### src/rtl/instr_fifo.sv
// Dual-slot instruction FIFO between fetch and issue.
// Up to two entries can be pushed and up to two popped per cycle. The head
// entry and the one behind it are always presented, with no read latency.
// Optional build macro: INSTR_FIFO_PERF_EN adds saturating occupancy
// performance counters (perf_empty_cycles, perf_full_cycles).
//
// Handshake: write_en[0] offers write_data[0] and write_en[1] offers
// write_data[1]. Slot1 counts only when slot0 is also offered and accepted.
// Free space is judged on the count from before this cycle's pops. On the
// read side, read_valid[n] qualifies read_data[n], and issue_en[n] consumes
// it at the next rising edge. issue_en[1] is ignored without issue_en[0],
// and pops beyond the stored count are ignored.

package instr_fifo_pkg;
    typedef struct packed {
        logic [31:0] pc;
        logic [31:0] insn;
    } pipe_entry_t;

    typedef struct packed {
        logic empty;
        logic almost_empty;
        logic full;
        logic almost_full;
    } fifo_ctrl_t;
endpackage

module instr_fifo
    import instr_fifo_pkg::*;
#(
    parameter int DEPTH = 16
) (
    input  logic              clk,
    input  logic              rst,
    input  logic              flush,
    input  logic [1:0]        write_en,
    input  pipe_entry_t [1:0] write_data,
    input  logic [1:0]        issue_en,
    output pipe_entry_t [1:0] read_data,
    output logic [1:0]        read_valid,
`ifdef INSTR_FIFO_PERF_EN
    output logic [31:0]       perf_empty_cycles,
    output logic [31:0]       perf_full_cycles,
`endif
    output fifo_ctrl_t        fifo_ctrl
);

    localparam int AW = $clog2(DEPTH);
    localparam logic [AW:0] DEPTH_C = (AW+1)'(DEPTH);
    localparam logic [AW:0] ONE_C   = (AW+1)'(1);
    localparam logic [AW:0] TWO_C   = (AW+1)'(2);

    pipe_entry_t mem [DEPTH];

    logic [AW-1:0] rptr;
    logic [AW-1:0] wptr;
    logic [AW:0]   count;
    logic [AW:0]   free_slots;
    logic [AW:0]   pop_cnt;
    logic [AW:0]   push_cnt;
    logic          push0;
    logic          push1;

    // Accept/consume decisions from the registered occupancy.
    always_comb begin
        free_slots = DEPTH_C - count;
        push0      = write_en[0] && (free_slots >= ONE_C);
        push1      = push0 && write_en[1] && (free_slots >= TWO_C);
        push_cnt   = push1 ? TWO_C : (push0 ? ONE_C : '0);
        pop_cnt    = '0;
        if (issue_en[0]) begin
            if (issue_en[1] && count >= TWO_C) begin
                pop_cnt = TWO_C;
            end else if (count >= ONE_C) begin
                pop_cnt = ONE_C;
            end
        end
    end

    // Pointer and occupancy update; flush wins over any push or pop.
    always_ff @(posedge clk or posedge rst) begin
        if (rst) begin
            rptr  <= '0;
            wptr  <= '0;
            count <= '0;
        end else if (flush) begin
            rptr  <= '0;
            wptr  <= '0;
            count <= '0;
        end else begin
            rptr  <= rptr + pop_cnt[AW-1:0];
            wptr  <= wptr + push_cnt[AW-1:0];
            count <= count + push_cnt - pop_cnt;
        end
    end

    // Storage array write; contents are deliberately never reset.
    always_ff @(posedge clk) begin
        if (!rst && !flush) begin
            if (push0) mem[wptr] <= write_data[0];
            if (push1) mem[wptr + AW'(1)] <= write_data[1];
        end
    end

    // Head and head+1 presentation plus status flags.
    always_comb begin
        read_data[0]           = mem[rptr];
        read_data[1]           = mem[rptr + AW'(1)];
        read_valid[0]          = (count >= ONE_C);
        read_valid[1]          = (count >= TWO_C);
        fifo_ctrl.empty        = (count == '0);
        fifo_ctrl.almost_empty = (count == ONE_C);
        fifo_ctrl.full         = (count == DEPTH_C);
        fifo_ctrl.almost_full  = (count >= DEPTH_C - ONE_C);
    end

`ifdef INSTR_FIFO_PERF_EN
    // Saturating occupancy counters; flush does not clear them.
    always_ff @(posedge clk or posedge rst) begin
        if (rst) begin
            perf_empty_cycles <= '0;
            perf_full_cycles  <= '0;
        end else begin
            if (fifo_ctrl.empty && perf_empty_cycles != 32'hFFFF_FFFF)
                perf_empty_cycles <= perf_empty_cycles + 32'd1;
            if (fifo_ctrl.full && write_en != 2'b00 && perf_full_cycles != 32'hFFFF_FFFF)
                perf_full_cycles <= perf_full_cycles + 32'd1;
        end
    end
`endif

endmodule

### config.mk
export PLATFORM = sky130hd
export DESIGN_NAME = instr_fifo
export DESIGN_NICKNAME = d
export VERILOG_FILES = /design/src/rtl/instr_fifo.sv
export SDC_FILE = /design/constraint.sdc
export NUM_CORES = 2
export LEC_CHECK = 0
export BUFFER_PORTS_ARGS = -buffer_cell sky130_fd_sc_hd__buf_2
export CAP_MARGIN = 20
export CORE_ASPECT_RATIO = 1.5
export CORE_UTILIZATION = 52
export DETAILED_ROUTE_END_ITERATION = 7
export HOLD_SLACK_MARGIN = 0.1
export MAX_ROUTING_LAYER = met4
export PLACE_DENSITY_LB_ADDON = 0.3
export SKIP_CTS_REPAIR_TIMING = 1
export SLEW_MARGIN = 20
export SYNTH_ARGS = -nofsm -noshare
export SYNTH_HDL_FRONTEND = slang
export SYNTH_SLANG_ARGS = --single-unit
### constraint.sdc
create_clock -name clk -period 8.5 [get_ports clk]
set_clock_uncertainty 0.2 [all_clocks]
set_input_delay 0.85 -clock clk [delete_from_list [all_inputs] [get_ports clk]]
set_output_delay 0.85 -clock clk [all_outputs]
set_load 0.02 [all_outputs]
# == Word level (Yosys, flattened, before mapping) ==
# Memories as Yosys holds them, arrays and structs flattened.
# Index checks and enable logic that the tools add are counted.
# totals
ff_bits,13
latch_bits,0
ram_bits,1024
romBits,0
input_bits,135
memories,1
# memory_table
memory,depth,width,rd,rd_clocked_by_memory_dff,wr,line,source
mem,16,64,2,0,2,53,pipe_entry_t mem [DEPTH];
# op_classes
n_addsub,7
mul,0
div_mod_pow,0
n_lt_le_gt_ge,5
eq_ne,2
shifts,0
muxes,14
n_bitwise,0
n_reduce_logical,8
# ops
cell,count
5-bit by 1-bit >= comparator with 1-bit output (second input constant),2
5-bit by 2-bit >= comparator with 1-bit output (second input constant),2
4-bit by 1-bit adder with 4-bit output (second input constant),2
1-bit 2-to-1 mux,8
4-bit 2-to-1 mux,2
2-bit 2-to-1 mux,3
5-bit by 2-bit adder with 5-bit output,1
5-bit by 1-bit equality test with 1-bit output (second input constant),1
5-bit equality test (second input constant),1
5-bit by 4-bit >= comparator with 1-bit output (second input constant),1
1-bit logical AND,5
5-bit zero test,1
5-bit 2-to-1 mux,1
5-bit subtractor,1
5-bit subtractor (first input constant),1
4-bit by 2-bit adder with 4-bit output,1
4-bit adder,1
1-bit zero test,2

# == Longest topological paths before layout ==
# logic_depth
depth_word,9
ltp_mapped,19
depth_no_buf,18

# == Worst setup path before layout ==
# OpenSTA, ideal clock, no wires.
# synth_path
path_kind,reg-to-reg
start,reg count[0]
end,"mem mem[0][0] (netlist bit), enable pin"
setup_time_ps,574
arrival_ps,6244
t_required_ps,7726
path_slack_ps,1482
path_stages_with_launch,10
path_buffers,0
path_cell_list,dfrtp_1 > inv_1 > ha_1 > and2_1 > ha_1 > nand2b_1 > a211oi_1 > nand2_1 > nand3_1 > o21ai_0
# synth_rtl
element,line,source
from (decl),57,logic [AW:0] count;
from (signal assigned),93,count <= count + push_cnt - pop_cnt;
to (decl),53,

==> implementation parameters <==
Parameter                              Value

Outcome
  Status ... complete, no violations

Worst setup path
  Signal arrival time at the worst endpoint ... 5.01 ns
  FF-to-FF End ... mem[10][41]
  Cell breakdown of the critical path ... buf_12 > buf_16 > buf_4 > mux4_2 > mux4_2 > buf_2
  Critical path start-end classification ... register to output pin
  Count of buffer and inverter cells on the critical path ... 4
  Largest stage delay on the critical path ... 1.02 ns
  Endpoint class of the critical path ... output pin
  Required time at the endpoint of the critical path ... 7.45 ns
  Startpoint of the worst-slack reg-to-reg timing path ... count[0]
  Setup slack of the most critical reg-to-reg path ... 3.46 ns
  Crit. path cell count ... 6
  Dominant cell type by count on the critical path ... mux4_2
  Critical path launch point type ... register
  Largest delay share family, worst path ... buffers and inverters
  Depth of the most critical reg-to-reg path ... 11
  Critical Path Fanout Max ... 80
  Worst-path cell with the longest stage delay ... dfrtp_4

Die
  Floorplan row count ... 152
  Height of the chip ... 417 µm
  Die Span X ... 279 µm
  IO Pins ... 269
  Starting density of the core ... 52.3%
  Core Region ... 0.114 mm²
  Die area ... 0.116 mm²

Timing
  Worst Max-Slew Pin Slew ... 1.25 ns
  Slew HR ... 16.8%
  Final critical-path share of the clock period ... 71.3%
  Peak clock frequency supported by timing ... 0.165 GHz
  Final setup slack of the worst path ... 2.44 ns
  Endpoints failing hold ... 0
  Minimum clock period after layout ... 6.06 ns
  Slew Viols, Final ... 0
  Setup violation total in the final timing report ... 0
  RSZ-0062 raised after global routing ... false
  Setup Total Neg Slack ... 0 ns

Detailed routing
  Wire per inst ... 36.9 µm
  DRC ... 0
  Post-route ant nets ... 0
  Iteration-0 DRC count of the detailed router ... 4087
  Vias per cell ... 7.14
  DRT Wirelength ... 183 mm
  Vias post-DR ... 35.5k
  Initial DRT Pass Iterations ... 6

Pwr
  Internal power summed over all cells ... 12000 µW
  Sw frac ... 33.4%
  Psw ... 6000 µW
  Leakage power ... 0.0207 µW
  Overall power consumption ... 18000 µW
  Total power per unit cell area ... 273 mW/mm²
  Max VDD drop ... 452 µV
  Part of the total power dissipated in the clock network ... 25.4%
  Part of the power in registers ... 32.9%
  Combinational Power Share ... 41.7%

Logic synthesis
  Synthesized net count ... 3405
  Fraction of synthesized cell area taken by the top area cell type ... 51.4%
  Number of synthesized flops with an enable pin ... 1024
  Most used flip-flop cell after synthesis ... edfxtp_1
  Mapped Area ... 0.0598 mm²
  Ranking of synthesized cells by area ... edfxtp_1 (51%), mux4_2 (24%), mux2_2 (19%)
  Average instance area after synthesis ... 18.4 µm²
  Synth warn ... 0
  Share of synthesized area occupied by flip-flops and latches ... 51.9%
  Number of different library cells in the post-synthesis netlist ... 37
  Number of instances in the synthesized netlist ... 3245
  Async S/R FF share, synth ... 1.25%
  Count of state elements after synthesis ... 1037
  Library cell with the largest summed area after synthesis ... edfxtp_1

Clock network
  Clk slew on worst S/H paths ... 0.06 ns
  Cts bufs inserted ... 104
  Clock Sinks ... 1037
  Number of H-tree levels ... 3
  CTS tree ... yes
  Clock latency of the later-clocked register in the worst-skew pair ... 0.71 ns
  Largest buffer count on any clock path ... 3
  Clock root buffer ... clkbuf_16

Worst hold path
  Count of cells along the worst hold path ... 2
  Hold-critical path endpoint ... count[3]
  Hold WC Path Type ... primary input to register
  Startpoint of the worst hold path ... flush

Placement
  DP Area ... 0.0624 mm²
  Placer congestion estimate ... 0.827
  Place WS ... 3.20 ns
  HPWL after detailed placement ... 99.0 mm
  PortBufs ... 268

Global routing
  All-layer global routing usage ... 32.6%
  GRT Residual Overflow ... 0
  Global-route wire length before repair ... 263 mm
  Antenna violations before repair ... 39
  Largest net degree at the start of global routing ... 161
  Via count of the first global-routing pass ... 37.1k

Final layout
  Most common cell after layout, fill and taps aside ... edfxtp_1
  Most frequent cells in the layout ... edfxtp_1 (1024), mux2_2 (1015), mux4_2 (640)
  Number of nets in the finished design ... 3474
  Area overhead of the layout relative to synthesis ... 10.0%
  Non-Filler Cell Area, Final ... 0.0658 mm²
  Ratio of cells with drive above 1 in the final layout ... 64.3%

Job
  Max-capacitance violation count ... 0
logic make-up after synthesis:
logic type / Yosys count / synth area share, %
buf+inv: 393 / 2.81
flops: 1037 / 51.9
simple gates: 90 / 0.841
mux: 1664 / 43.4
xor+xnor: 9 / 0.132
compound gates: 27 / 0.339
fa+ha+maj: 25 / 0.573
state kept, by name (all words and copies together), names as in the netlist:
name and flops:
rptr 4, mem 1024, wptr 4, count 5
worst max-delay path by stage:
stage,endpoint,from,slack (ns)
2_1_floorplan,mem[0][0],count[0],1.48
3_3_place_gp,read_data[90],rptr[0],3.28
3_5_place_dp,read_data[90],rptr[0],3.20
4_1_cts,read_data[90],rptr[0],2.45
5_1_grt,read_data[80],rptr[0],2.15
6_report,read_data[90],rptr[0],2.44
cell usage after synthesis (2+ instances only):
library cell	instances
buf_1	46
mux2_2	1015
dfrtp_1	13
edfxtp_1	1024
or3_1	2
o31ai_1	2
buf_4	22
nand2b_1	5
buf_2	101
inv_1	14
and2_1	6
nand3_2	8
nand2_1	9
a211oi_2	2
o21ai_0	8
ha_1	21
xor2_1	2
nor2b_1	12
a21o_1	2
fa_1	4
nand3_1	8
clkbuf_1	210
and3_1	7
mux4_2	640
mux2_1	9
a32oi_1	2
nand4_1	6
a21oi_1	7
xnor2_1	7
nor2_1	24
worst register-to-register path: cells and delay by family, from the launching register on:
family,cells,cell delay (ns)
AND/OR/NAND/NOR,4,0.97
buffers and inverters,3,0.98
flip-flops,1,0.56
adder cells (fa/ha/maj),2,0.55
AO/OA/AOI/OAI,2,1.35
stage by stage:
stage                     hold WS, ns  cells  utilization (%)
after floorplan                 0.409   3245                -
after global placement          0.489   4744             54.5
after detailed placement        0.503   4745             54.6
after CTS                     0.00293   4933             57.5
after global routing            0.325   4966             57.6
final                           0.299   4970             57.6
cell type report:
type	count	area, µm²
clock buffer	121	2730
timing repair buffer	342	2030
fill	8484	48500
multi-input combinational	1815	27400
inverter	14	52.6
clock inverter	67	571
antenna	34	85.1
sequential	1037	31100
tap	1540	1930
power by group through the flow:
stage / combinational (µW) / clock (µW) / sequential [µW]
5_1_grt: 7860 / 4760 / 5930
4_1_cts: 7500 / 4600 / 5910
6_report: 7490 / 4560 / 5920
3_3_place_gp: 7350 / 0 / 6010
2_1_floorplan: 5560 / 0 / 5920
3_5_place_dp: 7470 / 0 / 6020
routing by layer:
metal | vias to the layer above | routed length, µm | track usage (%)
li1 | 13800 | - | -
met1 | 18900 | 65300 | 39.8
met2 | 2296 | 92700 | 53.3
met3 | 449 | 17900 | 6.66
met4 | 0 | 7410 | 13.0
met5 | - | 0 | -
(Power assumes the default switching activity.)
